[config.mk]
export PLATFORM = sky130hd
export DESIGN_NAME = ex_operand_stage
export DESIGN_NICKNAME = d
export VERILOG_FILES = /design/src/rtl/cpu_types_pkg.sv /design/src/rtl/ex_operand_stage_fwd_mux.sv /design/src/rtl/ex_operand_stage.sv
export SDC_FILE = /design/constraint.sdc
export NUM_CORES = 1
export LEC_CHECK = 0
export CORE_MARGIN = 2
export CORE_UTILIZATION = 48
export DETAILED_ROUTE_END_ITERATION = 12
export GPL_TIMING_DRIVEN = 0
export PLACE_DENSITY = 0.87
export SLEW_MARGIN = 20
export SYNTH_ARGS = -nofsm -noshare
export SYNTH_HDL_FRONTEND = slang
export SYNTH_HIERARCHICAL = 1
export SYNTH_SLANG_ARGS = --single-unit
[constraint.sdc]
create_clock -name CLK -period 5.25 [get_ports CLK]
set_input_delay 1.05 -clock CLK [delete_from_list [all_inputs] [get_ports CLK]]
set_output_delay 1.05 -clock CLK [all_outputs]
set_load 0.05 [all_outputs]
[src/rtl/cpu_types_pkg.sv]
// Shared CPU datapath types: word/register widths, ALU opcodes and the
// ID/EX pipeline register layout used by the operand stage.
package cpu_types_pkg;

    typedef logic [31:0] word_t;
    typedef logic [4:0]  regbits_t;

    typedef enum logic [3:0] {
        ALU_SLL  = 4'h0,
        ALU_SRL  = 4'h1,
        ALU_ADD  = 4'h2,
        ALU_SUB  = 4'h3,
        ALU_AND  = 4'h4,
        ALU_OR   = 4'h5,
        ALU_XOR  = 4'h6,
        ALU_NOR  = 4'h7,
        ALU_SLT  = 4'h8,
        ALU_SLTU = 4'h9
    } aluop_t;

    // Operand source chosen by the forwarding logic
    typedef enum logic [1:0] {
        FWD_NONE  = 2'd0,
        FWD_EXMEM = 2'd1,
        FWD_MEMWB = 2'd2
    } fwd_sel_t;

    // Fields latched by the ID/EX pipeline register
    typedef struct packed {
        logic     valid;
        regbits_t rs;
        regbits_t rt;
        word_t    rdata1;
        word_t    rdata2;
        word_t    imm;
        logic     alusrc;
        aluop_t   aluop;
        regbits_t dest;
        logic     regwrite;
    } idex_t;

endpackage

[src/rtl/ex_operand_stage_fwd_mux.sv]
// Priority forwarding select for one source operand: EX/MEM beats MEM/WB,
// register 0 is never forwarded.
module fwd_mux
    import cpu_types_pkg::*;
(
    input  regbits_t rs,
    input  word_t    rdata,
    input  logic     exmem_regwrite,
    input  regbits_t exmem_dest,
    input  word_t    exmem_result,
    input  logic     memwb_regwrite,
    input  regbits_t memwb_dest,
    input  word_t    memwb_wdata,
    output word_t    value
);

    fwd_sel_t sel;

    // Resolve the hazard source, then pick the matching data word
    always_comb begin
        sel = FWD_NONE;
        if (exmem_regwrite && (exmem_dest != '0) && (exmem_dest == rs))
            sel = FWD_EXMEM;
        else if (memwb_regwrite && (memwb_dest != '0) && (memwb_dest == rs))
            sel = FWD_MEMWB;

        case (sel)
            FWD_EXMEM: value = exmem_result;
            FWD_MEMWB: value = memwb_wdata;
            default:   value = rdata;
        endcase
    end

endmodule

[src/rtl/ex_operand_stage.sv]
// ID/EX pipeline register with operand forwarding, feeding the ALU ports,
// the store-data path and the writeback controls for EX/MEM.
module ex_operand_stage
    import cpu_types_pkg::*;
(
    input  logic     CLK,
    input  logic     RST,
    input  logic     id_valid,
    input  regbits_t id_rs,
    input  regbits_t id_rt,
    input  word_t    id_rdata1,
    input  word_t    id_rdata2,
    input  word_t    id_imm,
    input  logic     id_alusrc,
    input  aluop_t   id_aluop,
    input  regbits_t id_dest,
    input  logic     id_regwrite,
    input  logic     stall,
    input  logic     flush,
    input  logic     exmem_regwrite,
    input  regbits_t exmem_dest,
    input  word_t    exmem_result,
    input  logic     memwb_regwrite,
    input  regbits_t memwb_dest,
    input  word_t    memwb_wdata,
    output logic     ex_valid,
    output word_t    portA,
    output word_t    portB,
    output aluop_t   aluop,
    output word_t    ex_storedata,
    output regbits_t ex_dest,
    output logic     ex_regwrite
);

    idex_t r;
    word_t fwd_a;
    word_t fwd_b;

    fwd_mux u_fwd_a (
        .rs             (r.rs),
        .rdata          (r.rdata1),
        .exmem_regwrite (exmem_regwrite),
        .exmem_dest     (exmem_dest),
        .exmem_result   (exmem_result),
        .memwb_regwrite (memwb_regwrite),
        .memwb_dest     (memwb_dest),
        .memwb_wdata    (memwb_wdata),
        .value          (fwd_a)
    );

    fwd_mux u_fwd_b (
        .rs             (r.rt),
        .rdata          (r.rdata2),
        .exmem_regwrite (exmem_regwrite),
        .exmem_dest     (exmem_dest),
        .exmem_result   (exmem_result),
        .memwb_regwrite (memwb_regwrite),
        .memwb_dest     (memwb_dest),
        .memwb_wdata    (memwb_wdata),
        .value          (fwd_b)
    );

    // Pipeline register: reset > flush (bubble) > stall (hold, refresh operands) > load
    always_ff @(posedge CLK) begin
        if (RST) begin
            r <= '0;
        end else if (flush) begin
            r <= '0;
        end else if (stall) begin
            // Capture forwarded values so data retiring during the stall is kept
            r.rdata1 <= fwd_a;
            r.rdata2 <= fwd_b;
        end else begin
            r.valid    <= id_valid;
            r.rs       <= id_rs;
            r.rt       <= id_rt;
            r.rdata1   <= id_rdata1;
            r.rdata2   <= id_rdata2;
            r.imm      <= id_imm;
            r.alusrc   <= id_alusrc;
            r.aluop    <= id_aluop;
            r.dest     <= id_dest;
            r.regwrite <= id_regwrite;
        end
    end

    // Output muxing toward the ALU and EX/MEM latch
    always_comb begin
        ex_valid     = r.valid;
        portA        = fwd_a;
        portB        = r.alusrc ? r.imm : fwd_b;
        aluop        = r.aluop;
        ex_storedata = fwd_b;
        ex_dest      = r.dest;
        ex_regwrite  = r.regwrite & r.valid;
    end

endmodule

## Word-level counts from Yosys, hierarchy flattened

Index checks and enable logic that the tools add are counted.
W data, S select, Z words.

| word-level totals | value |
|---|---|
| output and inout port bits | 107 |
| input bits | 198 |
| flip-flop bits (word level) | 118 |
| logic and storage cells | 36 |

| operators by class | value |
|---|---|
| equal/unequal tests | 8 |
| muxes and demuxes | 8 |
| bitwise operators | 1 |
| reduce and logical (&&, ||, !) cells | 9 |

Operators with widths:

| operator | count |
|---|---|
| $pmux W32 S2 | 2 |
| $mux W64 | 1 |
| $mux W32 | 1 |
| $eq A5 B5 Y1 | 4 |
| $reduce_bool A5 Y1 | 2 |
| $mux W2 | 4 |
| $logic_and A1 B1 Y1 | 6 |
| $eq A2 B1 Y1 const B | 2 |
| $eq A2 B2 Y1 const B | 2 |
| $reduce_or A2 Y1 | 1 |
| $and A1 B1 Y1 | 1 |

## Longest topological paths before layout

Gate-level depths: netlist (run 1).

| logic depth | value |
|---|---|
| word-level depth | 8 |
| mapped depth | 8 |
| depth with buffers taken out | 6 |

## Cells and area by module

The synthesis (run 1) kept the hierarchy.

Modules (own cells, without submodules):

| module | cells an instance | sequential area each (sq um) | area each (sq um) | times used |
|---|---|---|---|---|
| ex_operand_stage | 427 | 2,362.3 | 4,611.9 | 1 |
| fwd_mux | 180 | 0.0 | 1,520.2 | 2 |

## Least setup slack after synthesis (run 1)

Ideal clock, no wire load.

| timing | value |
|---|---|
| path kind | input port to output port |
| from | in exmem_dest[0] |
| to | out portB[27] |
| data required time | 4.200 ns |
| arrival | 3.472 ns |
| buffers on the path | 1 |
| setup slack | 0.728 ns |
| cell stages on the path | 6 |
| path through | or4_1 > a21oi_2 > buf_2 > nor4_1 > a31oi_1 > mux2_2 |

| on the way | value |
|---|---|
| cells in the longest elaborated chain, start to end | 7 |
| elaborated cells on any way between the ends | 9 |
| those cells by class | eq/ne: 3; mux: 3; reduce/logical: 3 |

Ends and longest elaborated chain:

| item | line | text |
|---|---|---|
| start, declared | ex_operand_stage.sv:21 | `input regbits_t exmem_dest,` |
| $reduce_bool A5 Y1 | ex_operand_stage_fwd_mux.sv:22 | `if (exmem_regwrite && (exmem_dest != '0) && (exmem_dest == rs))` |
| $logic_and A1 B1 Y1 | ex_operand_stage_fwd_mux.sv:22 |  |
| $logic_and A1 B1 Y1 (*) | ex_operand_stage_fwd_mux.sv:22 |  |
| $mux W2 (*) | ex_operand_stage_fwd_mux.sv:22 |  |
| $eq A2 B2 Y1 or $eq A2 B1 Y1 (tied branches) | ex_operand_stage_fwd_mux.sv:27 | `case (sel)` |
| $pmux W32 S2 (*) | ex_operand_stage_fwd_mux.sv:27 |  |
| via ex_storedata[27] | ex_operand_stage.sv:30 | `output word_t ex_storedata,` |
| $mux W32 (*) | ex_operand_stage.sv:91 | `portB = r.alusrc ? r.imm : fwd_b;` |
| end, declared | ex_operand_stage.sv:28 | `output word_t portB,` |

Mark *: on every way through the listed nets, which the timed path passes. The rest lies on a longest branch.

## Worst setup path after layout (run 1)

| timing | value |
|---|---|
| from | in memwb_dest[0] |
| to | out ex_storedata[25] |

| on the way | value |
|---|---|
| cells in the longest elaborated chain, start to end | 7 |
| elaborated cells on any way between the ends | 9 |
| those cells by class | eq/ne: 3; mux: 3; reduce/logical: 3 |

Ends and longest elaborated chain:

| item | line | text |
|---|---|---|
| start, declared | ex_operand_stage.sv:24 | `input regbits_t memwb_dest,` |
| $reduce_bool A5 Y1 | ex_operand_stage_fwd_mux.sv:24 | `else if (memwb_regwrite && (memwb_dest != '0) && (memwb_dest == rs))` |
| $logic_and A1 B1 Y1 | ex_operand_stage_fwd_mux.sv:24 |  |
| $logic_and A1 B1 Y1 (*) | ex_operand_stage_fwd_mux.sv:24 |  |
| $mux W2 (*) | ex_operand_stage_fwd_mux.sv:24 |  |
| $mux W2 (*) | ex_operand_stage_fwd_mux.sv:22 |  |
| $eq A2 B2 Y1 or $eq A2 B1 Y1 (tied branches) | ex_operand_stage_fwd_mux.sv:27 |  |
| $pmux W32 S2 (*) | ex_operand_stage_fwd_mux.sv:27 |  |
| end, declared | ex_operand_stage.sv:30 |  |

Mark *: on every way between the ends. The rest lies on a longest branch, timed or not.

==> results.yml, run 1 <==
die:
  core_um2: 15700
  row_count: 46
  ios: 305
  die_area_um2: 17000
  start_util_pct: 48.7
  die_h_um: 130
  dieWidth_um: 130
routing:
  avgRoutedWirePerCell_um: 21.4
  initialDrtViolationCount: 515
  vias_per_cell: 5.83
  drt_first_pass_iters: 5
  num_vias: 7792
  ant_nets: 0
  post-route-drc-count: 0
  wl_um: 28600
logic_synthesis:
  synth_top_cell_area_share_pct: 30.9
  synth_area_per_cell_um2: 9.72
  syn_nets: 985
  synthArstFlopShare_pct: 0
  synth_common_cells: "nor2_1 (122), dfxtp_1 (118), mux2i_1 (118)"
  yosysUniqueCellTypes: 27
  synth_seq_cells: 118
  netlist_top_cells_area: "dfxtp_1 (31%), mux2i_1 (15%), a31oi_2 (9.5%), or4b_1 (6.5%), o31ai_1 (6.3%)"
  ys.flop_type: "dfxtp_1"
  synth-seq-area-share_pct: 30.9
  synth_edf_count: 0
  synth.most_common_cell: "nor2_1"
  yosys_warnings: 6
  synth_cells: 787
  syn-cell-area_um2: 7650
  synth_area_leader_cell: "dfxtp_1"
final_layout:
  fin_nets: 1307
  drive_gt1_share_pct: 18.1
  area_growth_pct: 51.3
  fin_util_pct: 73.7
  design_area_um2: 11600
pwr:
  powerDensity_nw_per_um2: 244
  netSwitchingPower_mw: 0.844
  ir_worst_vdd_uv: 207
  p_seq_share_pct: 33.4
  power_mw: 2.82
  combPwrFrac_pct: 26.9
  clkPwrFrac_pct: 39.7
  switching_share_pct: 29.9
  leakage_nw: 4.76
  internal_power_mw: 1.98
sta:
  setup_tns_ns: 0
  grt_setup_unrepaired: "no"
  worstMarginPinSlew_ns: 0.600
  fmax_mhz: 193
  finalSetupViolations: 0
  maxSlewViolCount: 0
  period_minus_slack_ns: 5.18
  clock_skew_ns: 0.00663
  final-hold-violation-count: 0
  post-route-period-util_pct: 98.6
  max_slew_margin_pct: 60.0
clock_tree:
  cts_sinks: 118
  post-cts-setup-buffer-count: 0
  root_buffer: "clkbuf_16"
  clock_latency_ns: 0.41
  cts_tree: "done"
  cts_buffer_depth: 2
  htreeDepth: 4
  cts_buffers: 17
  clk_pin_slew_ns: 0.05
critical_path:
  cp_max_fo: 10
  crit_required_ns: 4.20
  crit_type: "in -> out"
  cp.arrival_ns: 4.13
  crit_slowest_cell: "clkdlybuf4s50_1"
  cp_common_cell: "clkdlybuf4s50_1"
  cp-start-kind: "input port"
  max_stage_delay_ns: 0.85
  critPathBufInv: 3
  path_delay_family: "buffers and inverters"
  endpoint_kind: "output pin"
  crit_path_cell_trace: "clkdlybuf4s50_1 -> xnor2_1 -> nand3_2 -> clkbuf_1 -> or4b_1 -> a31oi_2 -> clkdlybuf4s50_1"
min_path:
  min_path_type: "reg -> reg"
grt:
  antenna_found_initial: 1
  grt_overflow: 0
  grt_max_degree: 17
  grt_usage_pct: 33.3
  grt_pass1_vias: 7927
  grt_pass1_wl_um: 43200
placed_design:
  place_hpwl_um: 21500
  placed_area_um2: 11000
  portBuffers: 303
  gp_congestion: 0.935
outcome:
  status: "finished, final reports clean"
run:
  cap_violations: 0
==> worst paths after layout <==
kind | startpoint | to | slack, ns | cells past startpoint
max | memwb_dest[0] | ex_storedata[25] | 0.07 | 7
min | r[34]$_SDFFE_PP0N_ | r[34]$_SDFFE_PP0N_ | 0.49 | 2
min reg2reg | r[34]$_SDFFE_PP0N_ | r[34]$_SDFFE_PP0N_ | 0.49 | 2
max reg2reg | r[107]$_SDFFE_PP0N_ | r[70]$_SDFF_PP0_ | 2.78 | 7
==> logic make-up (layout without fill, tap and decap cells) <==
| kind of cell | Yosys count | in the layout | synth area share (%) |
|---|---|---|---|
| buf+inv | 101 | 434 | 8.93 |
| compound gates | 132 | 132 | 16.9 |
| other cells | 0 | 1 | 0 |
| simple gates | 270 | 270 | 21.3 |
| flops | 118 | 118 | 30.9 |
| xor+xnor | 16 | 16 | 1.83 |
| mux | 150 | 150 | 20.1 |
==> flip-flops by register name, summed over array words and instances, names as in the netlist <==
signal,cells
r,108
ex_dest,5
aluop,4
ex_valid,1
==> per-layer routing <==
layer	up-vias	track usage (%)	share of wire (%)
met5	-	0	0
met4	0	14.3	3.2
met3	76	8.82	8.1
met2	375	56.7	49
met1	3705	39.6	40
li1	3636	-	-
==> worst register-to-register path, cell delays in order (launching register included) <==
cell and delay, ns:
dfxtp_1 0.42, xnor2_1 0.16, nand3_2 0.29, clkbuf_1 0.34, or4b_1 0.55, a31oi_1 0.40, mux2i_1 0.14, nor2_1 0.10
==> timing repair <==
| action | 4_1_cts | 5_1_grt |
|---|---|---|
| gates resized for setup | 18 | 30 |
| setup endpoints to repair | 27 | 40 |
| hold buffers | 0 | 0 |
==> area by class of cell <==
type / count / area [um2]
Clock buffer: 27 / 523
Timing Repair Buffer: 303 / 3080
Sequential cell: 118 / 2360
Antenna cell: 1 / 2.50
Clock inverter: 3 / 40.0
Multi-Input combinational cell: 568 / 4610
Tap cell: 216 / 270
Fill cell: 1179 / 4130
Buffer: 101 / 684
==> power by group through the flow <==
stage,Sequential [mW],Combinational (mW),Clock [mW]
CTS,0.941,0.754,1.13
global placement,0.959,0.743,0
detailed placement,0.960,0.755,0
finish,0.942,0.758,1.12
global route,0.944,0.798,1.17
floorplan,0.956,0.430,0
==> metrics by stage <==
step                      instances  worst slack (ns)  hold WS (ns)
final                          1337            0.0739         0.490
after global placement         1306            -0.162         0.469
after CTS                      1336            0.0107         0.495
after global routing           1337          0.000961         0.519
after floorplan                 787             0.728         0.455
after detailed placement       1306            -0.214         0.484
==> placed cells by master (no fill, tap or decap), drive strengths merged, types with 5 or more instances in the layout <==
cell type      synthesis  routed
clkdlybuf4s50          0     257
xnor2                 16      16
buf                   58      58
o31ai                 64      64
dlymetal6s2s           0      29
dfxtp                118     118
mux2i                118     118
clkbuf                43      70
mux2                  32      32
nor4                  64      64
dlygate4sd2            0      17
nor2                 122     122
a31oi                 64      64
and2                   5       5
or4b                  64      64
Note: power is estimated with default switching activity, not from simulation.
==> run 2, diff against run 1 <==
--- a/config.mk
+++ b/config.mk
@@ -8,7 +8,6 @@
 export CORE_MARGIN = 2
 export CORE_UTILIZATION = 48
 export DETAILED_ROUTE_END_ITERATION = 12
-export GPL_TIMING_DRIVEN = 0
 export PLACE_DENSITY = 0.87
 export SLEW_MARGIN = 20
 export SYNTH_ARGS = -nofsm -noshare
==> results.yml, run 2 (synthesis gave the netlist of run 1 again) <==
placed_design:
  place_ws_ns: 0.395
  gp_congestion: 0.879
  place_hpwl_um: 19600
  placed_area_um2: 11500
  portBuffers: 304
critical_path:
  endpoint_kind: "output pin"
  crit_path_cell_trace: "clkdlybuf4s50_1 -> xnor2_1 -> nand2_2 -> buf_4 -> or4b_1 -> a31oi_2 -> mux2_2 -> buf_12"
  reg2reg_slack_ns: 2.53
  critPathBufInv: 3
  cp-start-kind: "input port"
  crit_type: "in -> out"
  crit_required_ns: 4.20
  crit_slowest_cell: "or4b_1"
  cp_max_fo: 34
  path_delay_family: "buffers and inverters"
  cp.arrival_ns: 3.88
  max_stage_delay_ns: 0.53
final_layout:
  antenna_cells: 0
  largest_register_ffs: 108
  mostFrequentLayoutCells: "clkdlybuf4s50_1 (207), nor2_1 (122), mux2i_1 (118), dfxtp_1 (117), buf_12 (98)"
  multi_input_area_um2: 4640
  regArea_um2: 2360
  mostFrequentLayoutCell: "clkdlybuf4s50_1"
  fin_nets: 1234
  drive_gt1_share_pct: 26.0
  design_area_um2: 12100
  nFillCells: 987
  fin_util_pct: 77.1
  area_growth_pct: 58.4
  top_register: "r"
routing:
  avgRoutedWirePerCell_um: 22.8
  initialDrtViolationCount: 761
  ant_nets: 0
  vias_per_cell: 6.20
  post-route-drc-count: 0
  wl_um: 28800
  num_vias: 7833
  drt_first_pass_iters: 6
die:
  dieWidth_um: 130
  die_h_um: 130
  core_um2: 15700
  die_area_um2: 17000
  row_count: 46
  ios: 305
  start_util_pct: 48.7
clock_tree:
  htreeDepth: 4
  ctsResizeCount: 0
  cts_tree: "done"
  cts_sinks: 118
  cts_buffer_depth: 2
  cts_buffers: 17
  clk_pin_slew_ns: 0.05
  hold_buffers: 0
  post-cts-setup-buffer-count: 0
  root_buffer: "clkbuf_16"
  clock_latency_ns: 0.42
sta:
  max_slew_margin_pct: 33.5
  fmax_mhz: 203
  final-hold-violation-count: 0
  grt_setup_unrepaired: "no"
  clock_skew_ns: 0.00748
  period_minus_slack_ns: 4.93
  post-route-period-util_pct: 93.8
  holdWs_ns: 0.492
  maxSlewViolCount: 0
  setup_ws_ns: 0.324
  finalSetupViolations: 0
  worstMarginPinSlew_ns: 0.998
  setup_tns_ns: 0
pwr:
  leakage_nw: 4.45
  powerDensity_nw_per_um2: 249
  ir_worst_vdd_uv: 213
grt:
  grt_max_degree: 82
  grt_pass1_wl_um: 44400
  grt_usage_pct: 33.9
  antenna_found_initial: 0
  grt_overflow: 0
  grt_pass1_vias: 8109
outcome:
  status: "finished, final reports clean"
run:
  cap_violations: 0
min_path:
  min_path_type: "reg -> reg"
run 2: cell types whose count changed in the layout (fill, tap and decap cells not counted), sizes merged:
| cell | before | now |
|---|---|---|
| buf | 58 | 124 |
| bufinv | 1 | 4 |
| clkbuf | 70 | 21 |
| clkdlybuf4s50 | 257 | 207 |
| clkinv | 2 | 5 |
| clkinvlp | 0 | 1 |
| diode | 1 | 0 |
| dlygate4sd2 | 17 | 0 |
| dlymetal6s2s | 29 | 0 |
run 2: final cells by class:
class	instances	area share, %
multi-input cells	568	38.3
flip-flops and latches	118	19.5
repair buffers	331	34.9
clock buffers	21	3.80
clock inverters	10	1.26
well taps	216	2.23
run 2: worst reg2reg max path: stages (launching register included):
cell and delay, ns:
dfxtp_1 0.46, xnor2_1 0.19, nand2_2 0.43, buf_4 0.44, or4b_1 0.54, a31oi_2 0.25
buf_4 0.18, mux2i_1 0.07, nor2_1 0.10
run 2: worst paths after layout:
path                             from            endpoint  cells past startpoint
setup / recovery        memwb_dest[1]           portB[23]                      8
hold / removal     r[19]$_SDFFE_PP0N_  r[19]$_SDFFE_PP0N_                      2
setup reg to reg  r[108]$_SDFFE_PP0N_    r[69]$_SDFF_PP0_                      8
hold reg to reg    r[19]$_SDFFE_PP0N_  r[19]$_SDFFE_PP0N_                      2
run 2: stage by stage:
| stage | total power, mW | cells |
|---|---|---|
| 2_1_floorplan | 1.39 | 787 |
| 5_1_grt | 3.11 | 1264 |
| 3_5_place_dp | 1.78 | 1233 |
| 6_report | 3.02 | 1264 |
| 3_3_place_gp | 1.77 | 1233 |
| 4_1_cts | 3.02 | 1264 |
run 2: report_power, final:
part / switching [mW] / internal (mW)
logic: 0.440 / 0.392
clock network: 0.431 / 0.812
registers: 0.0188 / 0.927
run 2: layer usage:
metal  vias up  part of all wire, %  track usage [%]
met3       112                  9.3             9.88
met2       481                   48             56.2
met4         0                  4.8             18.6
met1      3742                   37             39.4
met5         -                    0                0
li1       3498                    -                -
==> run 3, diff against run 2 <==
--- a/config.mk
+++ b/config.mk
@@ -9,7 +9,7 @@
 export CORE_UTILIZATION = 48
 export DETAILED_ROUTE_END_ITERATION = 12
 export PLACE_DENSITY = 0.87
-export SLEW_MARGIN = 20
+export SLEW_MARGIN = 10
 export SYNTH_ARGS = -nofsm -noshare
 export SYNTH_HDL_FRONTEND = slang
 export SYNTH_HIERARCHICAL = 1
==> results of run 3 <==
The final DEF is identical to that of run 2; final timing and power are the same.
==> patch 1 (config.mk and constraints of run 3) <==
Put a register stage on the output `ex_storedata`. The value now appears one clock later. The other outputs are not delayed to match.
--- a/src/rtl/ex_operand_stage.sv
+++ b/src/rtl/ex_operand_stage.sv
@@ -31,6 +31,8 @@
     output regbits_t ex_dest,
     output logic     ex_regwrite
 );
+
+    word_t ex_storedata_d;
 
     idex_t r;
     word_t fwd_a;
@@ -90,10 +92,14 @@
         portA        = fwd_a;
         portB        = r.alusrc ? r.imm : fwd_b;
         aluop        = r.aluop;
-        ex_storedata = fwd_b;
+        ex_storedata_d = fwd_b;
         ex_dest      = r.dest;
         ex_regwrite  = r.regwrite & r.valid;
     end
 
+    always_ff @(posedge CLK) begin
+        ex_storedata <= ex_storedata_d;
+    end
+
 endmodule
 
Check against the original RTL: not equivalent (Yosys sat finds a counterexample within 4 cycles, from zero or initial values).
==> patch 1 against run 3 <==
Routed wire length down 2.3%; worst setup slack gained 180 ps; sequential cell count rose by 32; power up 5.2%; non-clock buffer count down 4; combinational power down 5.0%; register-to-register slack improved by 40 ps; cell area up 2.1%; area after synthesis rose by 8.4%; critical path depth unchanged.
==> patch 1: results (changes against run 3) <==
Parameter                              Value

Global route
  Global routing usage on met1    37.3% (-2.1 points)
  First-pass GRT wire length    43700 um (-1.7%)
  Global-route total usage across every layer    30.5% (-3.3 points)
  Grt met2 use    51.0% (-5.2 points)
  Maximum number of pins on one net before global-route repair    75 (-8.5%)
  Global routing usage on met3    7.33% (-2.5 points)

Worst hold path
  End of the worst hold path    r[15]$_SDFFE_PP0N_

Placement
  Placed wire-length estimate    19100 um (-2.7%)
  Cell area after placement    11800 sq um (+2.8%)
  Global placer's final weighted congestion    0.851 (-3.2%)

Yosys
  Ranking of synthesized cells by area    dfxtp_1 36%, mux2i_1 14%, a31oi_2 8.8%, or4b_1 6.0%, o31ai_1 5.8%
  Post-synth top cells    150 x dfxtp_1, 122 x nor2_1, 118 x mux2i_1
  Number of nets in the synthesized netlist    1017 (+3.2%)
  Register area share after synthesis    36.2% (+5.3 points)

Drt
  Detailed-routing iteration count for the pre-antenna-repair pass    5 (-1)
  Vias per std cell    5.96 (-3.8%)
  Initial DRC count    578 (-24%)

Power and ir drop
  Leakage power    4.50 nW (+1.2%)
  Peak supply drop    0.224 mV (+5.5%)
  Internal power    2.20 mW (+3.4%)

Worst setup path
  Reg-to-reg startpoint    r[112]$_SDFFE_PP0N_
  Critical path arrival    3700 ps (-180 ps)
  Flop-to-flop setup slack    2570 ps (+40 ps)
  R2R Path End    r[103]$_SDFF_PP0_
  Worst path max stage delay    730 ps (+200 ps)
  Standard cell with the maximum stage delay on the critical path    or4b_2

Timing
  Worst Hold Margin    494 ps (+1.33 ps)
  Slew @ Worst Pin    947 ps (-50.8 ps)

Cells and area
  Fraction of final layout cells with drive strength greater than 1    22.3% (-3.8 points)
  Fill cell total of the finished layout    1202 (+22%)
  Net count, final    1262 (+2.3%)

Outcome
  Outcome    finished, final reports clean
-- patch 1: routing by layer --
metal	up-vias	share of wire (%)
met3	79	8.2
met4	0	4.2
met2	428	48
li1	3577	-
met5	-	0
met1	3676	39
-- patch 1: final cells by class --
type                    count  area, sq um  area share (%)
clock buffers              18          429            3.47
flip-flops and latches    150         3000            24.3
well taps                 225          282            2.27
repair buffers            327         3890            31.5
clock inverters            14          126            1.02
multi-input cells         568         4640            37.5
-- patch 1: how the worst max path moves through the flow --
stage	start	end	slack (ps)	depth (start not counted)
3_3_place_gp	memwb_dest[1]	portB[17]	630	8
2_1_floorplan	exmem_dest[0]	portA[27]	1270	5
5_1_grt	memwb_dest[0]	portB[28]	390	8
4_1_cts	memwb_dest[0]	portB[28]	540	8
6_report	memwb_dest[0]	portB[28]	500	8
3_5_place_dp	memwb_dest[0]	portB[28]	550	8
-- patch 1: power by group through the flow --
stage / Combinational (mW) / Sequential [mW] / Clock (mW)
global placement: 0.771 / 1.23 / 0
global route: 0.827 / 1.21 / 1.24
finish: 0.790 / 1.20 / 1.18
detailed placement: 0.780 / 1.23 / 0
floorplan: 0.385 / 1.26 / 0
CTS: 0.786 / 1.20 / 1.19
-- patch 1: per-stage QoR --
| stage | utilization [%] | total power [mW] | cells | setup WS (ps) |
|---|---|---|---|---|
| floorplan | - | 1.65 | 819 | 1270 |
| global placement | 69.1 | 2.00 | 1270 | 626 |
| detailed placement | 69.1 | 2.01 | 1270 | 545 |
| CTS | 72.3 | 3.18 | 1302 | 538 |
| global route | 72.3 | 3.27 | 1302 | 388 |
| finish | 72.3 | 3.18 | 1302 | 501 |
-- patch 1: cell families after synthesis --
kind of cell	Yosys count	share of synthesized area [%]
flops	150	36.2
compound gates	132	15.6
simple gates	270	19.7
mux	150	18.6
buf+inv	101	8.24
xor+xnor	16	1.69
==> patch 2 (config.mk and constraints of run 3) <==
Made on the original files. Make the reset (`RST`) asynchronous in one clocked block.
--- a/src/rtl/ex_operand_stage.sv
+++ b/src/rtl/ex_operand_stage.sv
@@ -61,7 +61,7 @@
     );
 
     // Pipeline register: reset > flush (bubble) > stall (hold, refresh operands) > load
-    always_ff @(posedge CLK) begin
+    always_ff @(posedge CLK or posedge RST) begin
         if (RST) begin
             r <= '0;
         end else if (flush) begin
Check against the original RTL: differs if RST is asserted again (counterexample within 4 cycles, from zero or initial values and one cycle with RST high); with RST held inactive, the same outputs for 4 cycles.
==> patch 2 against run 3 <==
Sequential cell count stayed put; die area increased by 7.5%; clock skew about the same; routed wire length rose by 5.6%; power is 12% higher; non-clock buffer count unchanged; cell area grew 4.8%; maximum frequency up 3.1%; via count increased by 1.3%; global-route usage down 0.24 points; worst setup slack better by 150 ps; area after synthesis up 7.8%.
==> patch 2: results (changes against run 3) <==
Parameter                              Value

Timing
  Worst clock skew    7.72 ps (+0.246 ps)
  Remaining max-slew budget at the tightest pin    32.8% (-0.64 points)

Power and ir drop
  Fraction of power consumed by sequential logic    29.4% (-1.9 points)
  Peak supply drop    0.222 mV (+4.5%)
  Internal power    2.23 mW (+4.8%)
  Proportion of power drawn by combinational gates    36.2% (+8.7 points)

Yosys
  Register area share after synthesis    35.8% (+4.9 points)
  Flip-flop cell with the highest count after synthesis    dfrtp_1
  Ranking of synthesized cells by area    dfrtp_1 36%, mux2i_1 14%, a31oi_2 8.8%, or4b_1 6.1%, o31ai_1 5.8%
  Post-synthesis average cell area    10.5 sq um (+7.8%)
  Post-synthesis cell type count    28 (+3.7%)
  Cell type with the largest total area after synthesis    dfrtp_1

Cells and area
  Sequential portion of the cell area    23.2% (+3.7 points)
  Fill cell total of the finished layout    1086 (+10%)
  Area grow syn2layout    54.1%
  Fraction of final layout cells with drive strength greater than 1    26.2% (+0.17 points)
  Layout inverter count without the clock tree    1 (+1)
  Multi-input gates    567 (-0.18%)
  FF+latch count    118 (unchanged)
  Multi-input gate area    4630 sq um (-0.19%)

Global route
  Global-route total usage across every layer    33.6% (-0.24 points)
  First-pass GRT wire length    46900 um (+5.6%)
  Via count of the first global-routing pass    8218 (+1.3%)
  Maximum number of pins on one net before global-route repair    92 (+12%)
  Global routing usage on met3    7.88% (-2.0 points)

Drt
  Met2 routed WL    15300 um (+9.5%)
  Initial DRC count    756 (-0.66%)
  Detail Route met3 WL    2690 um (+0.41%)
  Average detailed-routed wire length per instance    24.0 um (+5.2%)
  Detailed-routing iteration count for the pre-antenna-repair pass    5 (-1)
  Vias per std cell    6.25 (+0.93%)
  Vias after detailed routing    7937 (+1.3%)

Outcome
  Outcome    finished, final reports clean
-- patch 2: path summary, 6_finish.rpt --
kind	slack, ps	to	start
max	470	portB[10]	memwb_dest[3]
min	520	r[22]$_DFFE_PP0P_	r[22]$_DFFE_PP0P_
max reg2reg	2480	r[55]$_DFF_PP0_	r[107]$_DFFE_PP0P_
min reg2reg	520	r[22]$_DFFE_PP0P_	r[22]$_DFFE_PP0P_
max in group asynchronous	3160	r[101]$_DFF_PP0_	RST
min in group asynchronous	1090	r[15]$_DFFE_PP0P_	RST
-- patch 2: cells by family (layout without fill, tap and decap cells) --
logic type	Yosys count	after routing	synth area share (%)
mux	150	150	18.7
flops	118	118	35.8
buf+inv	102	364	8.39
simple gates	269	269	19.7
xor+xnor	16	16	1.70
compound gates	132	132	15.7
-- patch 2: worst max-delay path: stages --
cell             delay (ps)
clkdlybuf4s50_1         520
xnor2_1                 160
nand3_2                 230
buf_4                   350
or4b_1                  610
a31oi_2                 390
mux2_2                  270
buf_12                  140
